### src/rtl/lsu.sv
// ---------------------------------------------------------------------------
// lsu -- load/store unit between the execute stage and a simple req/gnt/rvalid
// data bus.
//
// One access is in flight at a time. A request is taken in IDLE. Misaligned or
// illegal-size requests are rejected with a one-cycle error pulse and never
// reach the bus. Legal requests go through REQ (bus_req held until gnt) and
// WAIT (until rvalid, or until the timeout aborts the access).
//
// Ports
//   clk                sole clock, rising edge
//   rst                asynchronous reset, active low
//   lsu_i_valid        access request from execute
//   lsu_i_addr         byte address
//   lsu_i_wdata        store data
//   lsu_i_we           1 = store, 0 = load
//   lsu_i_size         00 byte, 01 half, 10 word, 11 illegal
//   lsu_i_unsigned     loads zero-extend when 1, sign-extend when 0
//   lsu_o_ready        high only in IDLE
//   lsu_o_done         one-cycle completion pulse
//   lsu_o_rdata        load result (0 for stores), held until the next done
//   lsu_o_err          one-cycle pulse: rejected request or bus timeout
//   lsu_o_bus_req      bus request (REQ state)
//   lsu_o_bus_we       bus write enable
//   lsu_o_bus_addr     word-aligned bus address
//   lsu_o_bus_wstrb    byte-lane strobes (0 for loads)
//   lsu_o_bus_wdata    lane-replicated store data
//   lsu_i_bus_gnt      bus accepts the request
//   lsu_i_bus_rvalid   bus response (load data or store ack)
//   lsu_i_bus_rdata    load word from the bus
// ---------------------------------------------------------------------------
module lsu #(
  parameter int unsigned TIMEOUT = 16
) (
  input  logic        clk,
  input  logic        rst,
  input  logic        lsu_i_valid,
  input  logic [31:0] lsu_i_addr,
  input  logic [31:0] lsu_i_wdata,
  input  logic        lsu_i_we,
  input  logic [1:0]  lsu_i_size,
  input  logic        lsu_i_unsigned,
  output logic        lsu_o_ready,
  output logic        lsu_o_done,
  output logic [31:0] lsu_o_rdata,
  output logic        lsu_o_err,
  output logic        lsu_o_bus_req,
  output logic        lsu_o_bus_we,
  output logic [31:0] lsu_o_bus_addr,
  output logic [3:0]  lsu_o_bus_wstrb,
  output logic [31:0] lsu_o_bus_wdata,
  input  logic        lsu_i_bus_gnt,
  input  logic        lsu_i_bus_rvalid,
  input  logic [31:0] lsu_i_bus_rdata
);

  typedef enum logic [1:0] {
    IDLE = 2'd0,
    REQ  = 2'd1,
    WAIT = 2'd2
  } state_t;

  localparam logic [1:0] SizeByte = 2'b00;
  localparam logic [1:0] SizeHalf = 2'b01;
  localparam logic [1:0] SizeWord = 2'b10;

  localparam logic [7:0] TimeoutLast = 8'(TIMEOUT - 1);

  state_t      state_q;
  logic [7:0]  cnt_q;
  logic [31:0] addr_q;
  logic        we_q;
  logic [1:0]  size_q;
  logic        unsigned_q;
  logic [3:0]  wstrb_q;
  logic [31:0] wdata_q;
  logic        done_q;
  logic        err_q;
  logic [31:0] rdata_q;

  logic        illegal_d;
  logic [3:0]  wstrb_d;
  logic [31:0] wdata_d;
  logic [31:0] laneShifted;
  logic [31:0] rdata_d;

  // Decode the incoming request: alignment check, byte strobes and
  // lane-replicated store data, all captured together on acceptance.
  always_comb begin
    illegal_d = 1'b0;
    wstrb_d   = 4'b0000;
    wdata_d   = lsu_i_wdata;
    case (lsu_i_size)
      SizeByte: begin
        wstrb_d = 4'b0001 << lsu_i_addr[1:0];
        wdata_d = {4{lsu_i_wdata[7:0]}};
      end
      SizeHalf: begin
        illegal_d = lsu_i_addr[0];
        wstrb_d   = 4'b0011 << lsu_i_addr[1:0];
        wdata_d   = {2{lsu_i_wdata[15:0]}};
      end
      SizeWord: begin
        illegal_d = (lsu_i_addr[1:0] != 2'b00);
        wstrb_d   = 4'b1111;
      end
      default: illegal_d = 1'b1;
    endcase
    if (!lsu_i_we) begin
      wstrb_d = 4'b0000;
    end
  end

  // Load result: move the addressed lane down to bit 0, then extend.
  always_comb begin
    laneShifted = lsu_i_bus_rdata >> {addr_q[1:0], 3'b000};
    case (size_q)
      SizeByte: rdata_d = {{24{~unsigned_q & laneShifted[7]}}, laneShifted[7:0]};
      SizeHalf: rdata_d = {{16{~unsigned_q & laneShifted[15]}}, laneShifted[15:0]};
      default:  rdata_d = laneShifted;
    endcase
    if (we_q) begin
      rdata_d = 32'h0;
    end
  end

  // Main FSM. done/err are single-cycle pulses cleared by default every cycle;
  // an asynchronous reset abandons any in-flight access without a pulse.
  always_ff @(posedge clk or negedge rst) begin
    if (!rst) begin
      state_q    <= IDLE;
      cnt_q      <= 8'd0;
      addr_q     <= 32'h0;
      we_q       <= 1'b0;
      size_q     <= 2'b00;
      unsigned_q <= 1'b0;
      wstrb_q    <= 4'b0000;
      wdata_q    <= 32'h0;
      done_q     <= 1'b0;
      err_q      <= 1'b0;
      rdata_q    <= 32'h0;
    end else begin
      done_q <= 1'b0;
      err_q  <= 1'b0;
      case (state_q)
        IDLE: begin
          if (lsu_i_valid) begin
            if (illegal_d) begin
              err_q <= 1'b1;
            end else begin
              addr_q     <= lsu_i_addr;
              we_q       <= lsu_i_we;
              size_q     <= lsu_i_size;
              unsigned_q <= lsu_i_unsigned;
              wstrb_q    <= wstrb_d;
              wdata_q    <= wdata_d;
              state_q    <= REQ;
            end
          end
        end
        REQ: begin
          if (lsu_i_bus_gnt) begin
            cnt_q   <= 8'd0;
            state_q <= WAIT;
          end
        end
        WAIT: begin
          if (lsu_i_bus_rvalid) begin
            rdata_q <= rdata_d;
            done_q  <= 1'b1;
            state_q <= IDLE;
          end else if (cnt_q == TimeoutLast) begin
            // This is the TIMEOUT-th WAIT cycle without a response.
            err_q   <= 1'b1;
            state_q <= IDLE;
          end else begin
            cnt_q <= cnt_q + 8'd1;
          end
        end
        default: state_q <= IDLE;
      endcase
    end
  end

  assign lsu_o_ready     = (state_q == IDLE);
  assign lsu_o_done      = done_q;
  assign lsu_o_err       = err_q;
  assign lsu_o_rdata     = rdata_q;
  assign lsu_o_bus_req   = (state_q == REQ);
  assign lsu_o_bus_we    = we_q & (state_q != IDLE);
  assign lsu_o_bus_addr  = {addr_q[31:2], 2'b00};
  assign lsu_o_bus_wstrb = (state_q != IDLE) ? wstrb_q : 4'b0000;
  assign lsu_o_bus_wdata = wdata_q;

endmodule

### config.mk
export PLATFORM = sky130hd
export DESIGN_NAME = lsu
export DESIGN_NICKNAME = d
export VERILOG_FILES = /design/src/rtl/lsu.sv
export SDC_FILE = /design/constraint.sdc
export NUM_CORES = 1
export LEC_CHECK = 0
export ABC_AREA = 1
export CORE_MARGIN = 10
export CORE_UTILIZATION = 46
export CTS_CLUSTER_DIAMETER = 50
export DETAILED_ROUTE_END_ITERATION = 10
export PLACE_DENSITY_LB_ADDON = 0.12
export SLEW_MARGIN = 30
export SYNTH_ARGS = -nofsm -noshare
export SYNTH_HDL_FRONTEND = slang
export SYNTH_SLANG_ARGS = --single-unit
export TNS_END_PERCENT = 30
### constraint.sdc
create_clock -name clk -period 1.8 [get_ports clk]
set_input_delay 0.18 -clock clk [delete_from_list [all_inputs] [get_ports clk]]
set_output_delay 0.18 -clock clk [all_outputs]
set_load 0.03 [all_outputs]
==> summary.txt, run 1 <==
Run status
  – Status: finished, final reports clean

Power
  – Total chip power: 0.01365 W
  – Combinational fraction of design power: 45.5%
  – Clk pwr share: about a quarter
  – Switching pwr: ~0.0055 W
  – Pint: around 0.0082 W
  – Sw frac: 40.08%
  – Lkg Pwr: 4.352 nW
  – Seq pwr share: 29.5%
  – Cell Pwr Density: 1583 nW/um^2
  – Peak VDD IR: roughly 0.00089 V

GRT
  – Largest net degree at the start of global routing: 40
  – Initial antenna violation count: 0
  – Global-route wire length before repair: 29260 um
  – Overflow after GRT: 0
  – Vias in the first global route: approximately 5600
  – GRT Resource Usage Total: between 20% and 30%

Finish
  – Fin util: 68.03%
  – Area growth syn-to-layout: 44.82%
  – Most common cell after layout, fill and taps aside: nand2_1
  – N_diodes: 0
  – Share of cells above drive strength 1: about 7.5%
  – Net count, final: 1095
  – Most frequent cells in the layout: 406 x nand2_1, 199 x clkdlybuf4s50_1, 116 x dfrtp_1

STA
  – Final hold violation count: 0
  – Minimum clock period: roughly 1.7 ns
  – Slew @ Worst Pin: 0.6274 ns
  – Worst relative slew slack: 58.02%
  – Setup TNS: 0 ns
  – Max Fclk: 0.5737 GHz
  – Unrepaired setup endpoints after global routing: yes
  – Clock Skews: 0.006262 ns
  – Setup violators final: 0
  – Crit share post-route: a little over nine tenths
  – Pins over their slew limit: 0

Clocking
  – Clock Latency Late Sink: 0.41 ns
  – CTS tree: done
  – CTS Buf Count: 17
  – Clock sink count: 116
  – H-tree levels: 4
  – CTS root buffer: clkbuf_16
  – Clock transition at path regs: ~0.050 ns
  – Clock tree buffer depth: 2

Logic synthesis
  – Combinational family with the most area after synthesis: simple AND/OR/NAND/NOR gates
  – Post-synth top area share: 48.77%
  – Synth Area in XOR/XNOR: 0.2943%
  – #FFs+latches synth: around 120
  – Yosys warning count: 0
  – Largest cells by area after synthesis: dfrtp_1 49%, nand2_1 26%, buf_4 4.3%
  – Seq/Total Area, Yosys: 48.77%
  – Post-synthesis cell count: 805
  – Post-Synthesis Cell Area: between 5000 and 6000 um^2
  – Post-Synth Simple-Gate Area: roughly 33%
  – Mapped Avg Cell Area: 7.394 um^2
  – Library cells used by synthesis: 27
  – Largest area contributor in the netlist: dfrtp_1
  – Mux cell area share after synthesis: 0%
  – Post-synthesis adder-cell area fraction: less than 1%
  – Compound-Gate Fraction of Synth Area: 7.652%

Placed design
  – Hpwl dp: 13240 um
  – Final GP Congestion: 0.8779
  – IO Port Bufs: 207

Run
  – Maxcap violations: 0

Route
  – Drt drc: 0
  – Post-Route WL: 17880 um
  – Vias post-DR: roughly 5700
  – DRT Pass-1 Iters: 5
  – Final ANT Viol Nets: 0
  – DR iter-0 viols: 336
  – WL per Instance: 15.26 um
  – Vias/cell: 4.846

Worst setup path
  – Critical Path End Type: output port
  – CP max FO: 7
  – CP arrival: about 1.6 ns
  – Worst Setup Path Type: register to output port
  – Req. time, crit path: 1.62 ns
  – R2R Setup Slk: 0.25 ns
  – Kind of start point of the critical path: register

Die
  – Die Ht: approximately 130 um
  – I/O Pins: 210
  – Initial cell density of the core: 46.97%
  – Core ar.: about 13000 um^2
  – Die ar.: about 18000 um^2
  – FP Rows: 41
  – Die W: ~130 um

Hold path
  – Worst min path class: input pin to async pin
==> path summary, 6_finish.rpt <==
kind / from / endpoint / cells after the start
max: state_q[1] / lsu_o_bus_wstrb[0] / 4
min: rst / lsu_o_rdata[30] / 2
max reg2reg: addr_q[0] / lsu_o_rdata[22] / 8
min reg2reg: addr_q[27] / addr_q[27] / 2
max in group asynchronous: rst / lsu_o_bus_wdata[27] / 3
min in group clk: lsu_i_addr[12] / addr_q[12] / 3
==> through the flow <==
step,hold slack (ns),worst slack [ns],area (um^2),std cells
after global routing,0.2914,-0.01508,8620,1172
final,0.2638,0.05693,8620,1172
after detailed placement,0.1627,-0.02128,8030,1141
after CTS,0.2643,0.03154,8631,1172
after global placement,0.1582,0.05144,8030,1141
after floorplan,-0.1156,0.2141,5956,806
==> worst max-delay path, cell delays in order, from the launching register on <==
cell and delay, ns:
dfrtp_1 0.41, nor2_2 0.16, buf_4 0.18, nor2_1 0.04, dlygate4sd2_1 0.36
==> synth_stat cells <==
cell type    n
nor3_1      10
nand2_2      4
buf_1        1
ha_1         1
buf_4       34
dfrtp_1    116
nand3b_1     1
conb_1       1
o31ai_1      2
clkbuf_1    12
inv_2        5
o21ai_1     28
nor2_2       3
nand4_1      2
o21ai_0     24
nor2_1      19
o211ai_1     7
o21bai_1     1
nand3_1     41
xor2_1       2
nor2_4       1
buf_2       17
a21oi_1     24
nand3_2      2
inv_1       34
nand2_1    406
buf_6        7
==> area by class of cell <==
cell class | count | area, um^2
clock buffers | 21 | 470.5
clock inverters | 9 | 128.9
fillers | 1111 | 4051
inverters | 39 | 146.4
multi-input cells | 580 | 2444
flip-flops and latches | 116 | 2903
well taps | 172 | 215.2
repair buffers | 235 | 2312
==> power groups by stage <==
| stage | clock [W] | combinational (W) | sequential [W] |
|---|---|---|---|
| finish | 0.00341 | 0.00621 | 0.00402 |
| detailed placement | 0 | 0.00629 | 0.00404 |
| CTS | 0.00347 | 0.00629 | 0.00402 |
| global route | 0.00359 | 0.00674 | 0.00415 |
| floorplan | 0 | 0.00290 | 0.00506 |
| global placement | 0 | 0.00622 | 0.00403 |
==> repair_timing <==
item,4_1_cts,5_1_grt
gates resized for setup,7,6
hold buffers,1,0
cloned,0,0
setup endpoints to repair,7,4
hold endpoints to repair,29,0
setup buffers,0,0
pin swaps,0,0
==> cell families (layout without fill, tap and decap cells) <==
kind of cell | after synthesis | in the layout
flip-flops | 116 | 116
AO/OA/AOI/OAI | 86 | 86
XOR/XNOR | 2 | 2
AND/OR/NAND/NOR | 489 | 489
buffers and inverters | 110 | 304
other | 1 | 2
adder cells (fa/ha/maj) | 1 | 1
==> metal layers <==
layer | track usage, % | up-vias | share of wire, %
met5 | 0 | - | 0
met4 | 8.041 | 0 | 1.9
met3 | 7.180 | 25 | 7.8
met2 | 33.01 | 175 | 49
met1 | 24.04 | 2620 | 42
li1 | - | 2859 | -
==> flip-flops by register name, summed over array words and instances (netlist names) <==
name and count:
addr_q 32, lsu_o_bus_wdata 32, lsu_o_rdata 32, cnt_q 8
wstrb_q 4, size_q 2, state_q 2, lsu_o_done 1
lsu_o_err 1, unsigned_q 1, we_q 1
Power figures use the tool's default switching activity.
==> run 2, diff against run 1 <==
--- a/config.mk
+++ b/config.mk
@@ -10,6 +10,7 @@
 export CORE_UTILIZATION = 46
 export CTS_CLUSTER_DIAMETER = 50
 export DETAILED_ROUTE_END_ITERATION = 10
+export MAX_ROUTING_LAYER = met4
 export PLACE_DENSITY_LB_ADDON = 0.12
 export SLEW_MARGIN = 30
 export SYNTH_ARGS = -nofsm -noshare
==> run 2 against run 1 <==
First-iteration DRC count increased by 7.4%. Critical path depth unchanged. Sequential share of layout area unchanged. Largest power group unchanged. Final area unchanged. Worst hold slack improved by 0.00096 ns. Critical path type unchanged. Final cell count unchanged.
==> summary.txt, run 2 (same netlist as run 1, synthesis figures left out) <==
Worst setup path
  – CP max FO: 7
  – Critical path buffers and inverters: 2
  – Delay-heaviest family, CP: buffers and inverters
  – CP arrival: 1.56 ns
  – Slowest stage delay, CP: 0.41 ns
  – Req. time, crit path: 1.62 ns
  – Critical Path End Type: output port
  – Kind of start point of the critical path: register
  – Worst Setup Path Type: register to output port
  – Worst-path cell chain: nor2_2 > buf_4 > nor2_1 > dlygate4sd2_1
  – CP max-delay cell: dfrtp_1

Power
  – Peak VDD IR: 0.0008935 V
  – Lkg Pwr: 4.352 nW
  – Total chip power: roughly 0.014 W
  – Cell Pwr Density: 1583 nW/um^2

STA
  – Minimum clock period: 1.744 ns
  – Crit share post-route: 96.88%
  – Clock Skews: 0.007253 ns
  – Worst relative slew slack: 57.14%
  – Final hold violation count: 0
  – Unrepaired setup endpoints after global routing: yes
  – Setup violators final: 0
  – Pins over their slew limit: 0
  – Max Fclk: around 0.57 GHz
  – Slew @ Worst Pin: 0.6406 ns
  – Final setup margin: ~0.056 ns

Route
  – Wl on met1: 7520 um
  – WL per Instance: 15.26 um
  – DRT Pass-1 Iters: 5
  – DR iter-0 viols: roughly 360
  – DR top layer: met4
  – Met2 Wirelength: 8723 um
  – Vias/cell: 4.854
  – WL met3: 1306 um
  – Vias post-DR: about 5700
  – Post-Route WL: about 18000 um
  – Final ANT Viol Nets: 0
  – Drt drc: 0

Die
  – FP Rows: 41
  – Die ar.: 17890 um^2
  – Core ar.: 12670 um^2
  – Die W: 133.8 um
  – Initial cell density of the core: 46.97%
  – I/O Pins: 210
  – Die Ht: 133.8 um

Placed design
  – DP Area: ~8000 um^2
  – Hpwl dp: 13240 um
  – Placed cell count: 1141
  – Final GP Congestion: ~0.9
  – IO Port Bufs: 207
  – Post-Place Setup Slack: -0.02128 ns

Clocking
  – Clock sink count: between 100 and 150
  – H-tree levels: 4
  – CTS Buf Count: 17
  – Post CTS Setup Buffer Count: 0
  – CTS tree: done
  – Clock tree buffer depth: 2
  – CTS root buffer: clkbuf_16
  – Clock transition at path regs: 0.05 ns
  – Clock Latency Late Sink: around 0.4 ns

GRT
  – Initial antenna violation count: 0
  – Global-route wire length before repair: 29260 um
  – GRT Resource Usage Total: a little over a fifth
  – Vias in the first global route: 5669
  – Largest net degree at the start of global routing: 40
  – Overflow after GRT: 0

Finish
  – Fin util: 68.03%
  – Fillcell total: roughly 1100
  – Area growth syn-to-layout: 44.82%
  – FF+latch area: 2903 um^2
  – Most common cell after layout, fill and taps aside: nand2_1
  – Most frequent cells in the layout: 406 x nand2_1, 199 x clkdlybuf4s50_1, 116 x dfrtp_1
  – Post-Layout Inst Area: around 8600 um^2
  – Share of cells above drive strength 1: 7.500%
  – N_diodes: 0
  – Area of the multi-input gates: approximately 2400 um^2
  – Net count, final: 1095
  – Final cell count without fillers: 1172

Run
  – Maxcap violations: 0

Run status
  – Status: finished, final reports clean

Hold path
  – Worst min path class: input pin to async pin
## run 2: cell counts in the layout (fill, tap and decap cells not counted)
Identical to the previous run, type by type.
## run 2: what timing repair did
action                                  in CTS  in global routing
hold buffers                                 1                  0
hold endpoints to repair                    29                  0
gates resized for setup                      7                  6
endpoints found under the setup margin       7                  4
## run 2: power by group
part | total [W] | switching, W | leakage (nW) | internal (W)
sequential | 0.00402 | 0.000512 | 1.49 | 0.00351
combinational | 0.00621 | 0.00381 | 2.58 | 0.00241
clock | 0.00341 | 0.00115 | 0.291 | 0.00226
total | 0.0136 | 0.00547 | 4.35 | 0.00818
## run 2: final cells by class
type                            instances  share of cell area [%]
Clock buffer                           21                   5.458
Tap cell                              172                   2.497
Inverter                               39                   1.698
Sequential cell                       116                   33.68
Clock inverter                          9                   1.495
Timing Repair Buffer                  235                   26.83
Multi-Input combinational cell        580                   28.35
## run 2: worst paths after layout
path,endpoint,slack [ns],from,depth (start not counted)
max,lsu_o_bus_wstrb[0],0.06,state_q[1],4
min,lsu_o_rdata[30],0.26,rst,2
max reg2reg,lsu_o_rdata[22],0.26,addr_q[0],8
min reg2reg,addr_q[27],0.46,addr_q[27],2
max in group asynchronous,lsu_o_bus_wdata[3],0.95,rst,3
min in group clk,addr_q[12],0.30,lsu_i_addr[12],3
## run 2: stage by stage
| stage | hold WS [ns] | TNS [ns] |
|---|---|---|
| floorplan | -0.1156 | 0 |
| global placement | 0.1582 | 0 |
| detailed placement | 0.1627 | -0.02128 |
| CTS | 0.2643 | 0 |
| global route | 0.2893 | -0.01805 |
| finish | 0.2647 | 0 |
## run 2: routing by layer
| layer | track usage (%) | vias up |
|---|---|---|
| met5 | - | - |
| met4 | 7.497 | 0 |
| met3 | 6.541 | 28 |
| met2 | 33.20 | 197 |
| met1 | 24.50 | 2607 |
| li1 | - | 2857 |
==> run 3, diff against run 2 <==
--- a/config.mk
+++ b/config.mk
@@ -7,7 +7,7 @@
 export LEC_CHECK = 0
 export ABC_AREA = 1
 export CORE_MARGIN = 10
-export CORE_UTILIZATION = 46
+export CORE_UTILIZATION = 35
 export CTS_CLUSTER_DIAMETER = 50
 export DETAILED_ROUTE_END_ITERATION = 10
 export MAX_ROUTING_LAYER = met4
==> run 3 against run 2 <==
Via count fell by 3.0%. Maximum frequency increased by 2.6%. First-iteration DRC count fell by 3.3%. Global-route usage shrank 4.0 points. Final cell count grew 4.5%. Worst hold slack worse by 0.013 ns. Combinational power about the same. Register-to-register slack worse by 0.02 ns. Critical path depth fell by 1. Final area grew 0.83%. Count of clock-buffer cells in the layout up 1. Critical path type unchanged. Critical endpoint is now lsu_o_ready. Largest cell class unchanged. Highest routed layer unchanged.
==> summary.txt, run 3 (same netlist as run 1, synthesis figures left out) <==
Run status
  – Status: finished, final reports clean

Finish
  – Net count, final: 1097
  – Final cell count without fillers: 1225
  – Most common cell after layout, fill and taps aside: nand2_1
  – Area of the multi-input gates: 2444 um^2
  – FF+latch area: 2903 um^2
  – Post-Layout Inst Area: 8691 um^2
  – Most frequent cells in the layout: 406 x nand2_1, 199 x clkdlybuf4s50_1, 116 x dfrtp_1
  – Area growth syn-to-layout: 46.02%
  – Fillcell total: 1674
  – Share of cells above drive strength 1: under 10%

Placed design
  – Final GP Congestion: 0.8532
  – Hpwl dp: 14230 um
  – Placed cell count: 1191
  – IO Port Bufs: 207
  – DP Area: 8143 um^2

Worst setup path
  – CP max FO: 9
  – Req. time, crit path: approximately 1.6 ns
  – Critical Path End Type: output port
  – CP arrival: 1.52 ns
  – CP max-delay cell: dfrtp_1
  – Kind of start point of the critical path: register
  – Worst Setup Path Type: register to output port
  – Delay-heaviest family, CP: buffers and inverters
  – Slowest stage delay, CP: around 0.42 ns
  – Worst-path cell chain: nor2_2 > buf_4 > clkdlybuf4s15_1
  – Critical path buffers and inverters: 2

Clocking
  – H-tree levels: 4
  – CTS tree: done
  – CTS root buffer: clkbuf_16
  – Clock sink count: 116
  – CTS Buf Count: 17
  – Clock tree buffer depth: 2
  – Post CTS Setup Buffer Count: 0
  – Clock transition at path regs: 0.05 ns
  – Clock Latency Late Sink: 0.41 ns

Power
  – Peak VDD IR: 0.0007409 V
  – Lkg Pwr: 4.351 nW
  – Total chip power: 0.01346 W
  – Cell Pwr Density: roughly 1500 nW/um^2

Route
  – Drt drc: 0
  – Vias/cell: roughly 4.5
  – WL per Instance: 15.19 um
  – Wl on met1: 7842 um
  – DR top layer: met4
  – DRT Pass-1 Iters: 6
  – Final ANT Viol Nets: 0
  – Vias post-DR: 5516
  – Post-Route WL: roughly 19000 um
  – DR iter-0 viols: 349
  – Met2 Wirelength: about 8900 um
  – WL met3: 1565 um

STA
  – Final hold violation count: 0
  – Max Fclk: 0.5884 GHz
  – Minimum clock period: between 1.5 and 2 ns
  – Setup violators final: 0
  – Clock Skews: slightly below 0.007 ns
  – Crit share post-route: 94.42%
  – Unrepaired setup endpoints after global routing: no
  – Setup TNS: 0 ns
  – Slew @ Worst Pin: 0.6332 ns
  – Worst relative slew slack: 57.63%
  – Pins over their slew limit: 0

Die
  – Core ar.: 16640 um^2
  – Die Ht: 150.4 um
  – Die W: 150.4 um
  – Die ar.: 22620 um^2
  – Initial cell density of the core: 35.76%
  – I/O Pins: between 200 and 250
  – FP Rows: 47

GRT
  – GRT Resource Usage Total: between 10% and 20%
  – Global-route wire length before repair: 29340 um
  – Overflow after GRT: 0
  – Initial antenna violation count: 1
  – Largest net degree at the start of global routing: 44
  – Vias in the first global route: 5430

Run
  – Maxcap violations: 0

Hold path
  – Worst min path class: input pin to async pin
## run 3: worst paths after layout
kind                                from              end  slack, ns  depth (start not counted)
hold / removal                       rst         cnt_q[7]       0.25                          2
setup / recovery              state_q[1]      lsu_o_ready       0.10                          3
hold reg to reg               addr_q[22]       addr_q[22]       0.47                          2
max in group asynchronous            rst       addr_q[22]       0.95                          3
min in group clk           lsu_i_addr[5]        addr_q[5]       0.30                          3
setup reg to reg              state_q[0]  lsu_o_rdata[22]       0.24                          9
## run 3: cell type report
class	count	area share, %
flip-flops and latches	116	33.40
multi-input cells	580	28.12
repair buffers	237	27.14
clock buffers	22	5.226
well taps	220	3.167
inverters	39	1.684
clock inverters	10	1.238
diodes	1	0.02879
## run 3: what timing repair did
| action | in CTS | in global routing |
|---|---|---|
| hold buffers | 1 | 0 |
| setup endpoints to repair | 7 | 6 |
| hold endpoints to repair | 32 | 0 |
| resized for setup | 7 | 11 |
## run 3: per-layer routing
layer	up-vias	track usage, %
met5	-	-
met4	0	4.810
li1	2869	-
met2	141	26.52
met3	18	6.303
met1	2488	19.89
## run 3: per-stage QoR
step | worst slack, ns | hold WS (ns) | utilization, %
6_report | 0.1005 | 0.2513 | 52.22
5_1_grt | 0.01157 | 0.2900 | 52.22
4_1_cts | 0.01055 | 0.2558 | 52.31
3_5_place_dp | 0.03786 | 0.1659 | 48.93
3_3_place_gp | 0.1009 | 0.1666 | 48.93
2_1_floorplan | 0.2141 | -0.1156 | -
## run 3: report_power, final
part	internal [W]	switching, W	leakage (nW)	total [W]
Clock	0.00206	0.00117	0.270	0.00323
Combinational	0.00243	0.00376	2.60	0.00619
Sequential	0.00351	0.000532	1.49	0.00404
Total	0.00800	0.00547	4.35	0.0135
## run 3: worst reg2reg max path: stages (launching register included)
cell     delay [ns]
dfrtp_1        0.38
inv_1          0.11
nand2_2        0.11
inv_2          0.15
nand2_2        0.14
inv_2          0.08
nand2_1        0.17
a21oi_1        0.22
nand2_1        0.09
nand2_1        0.07
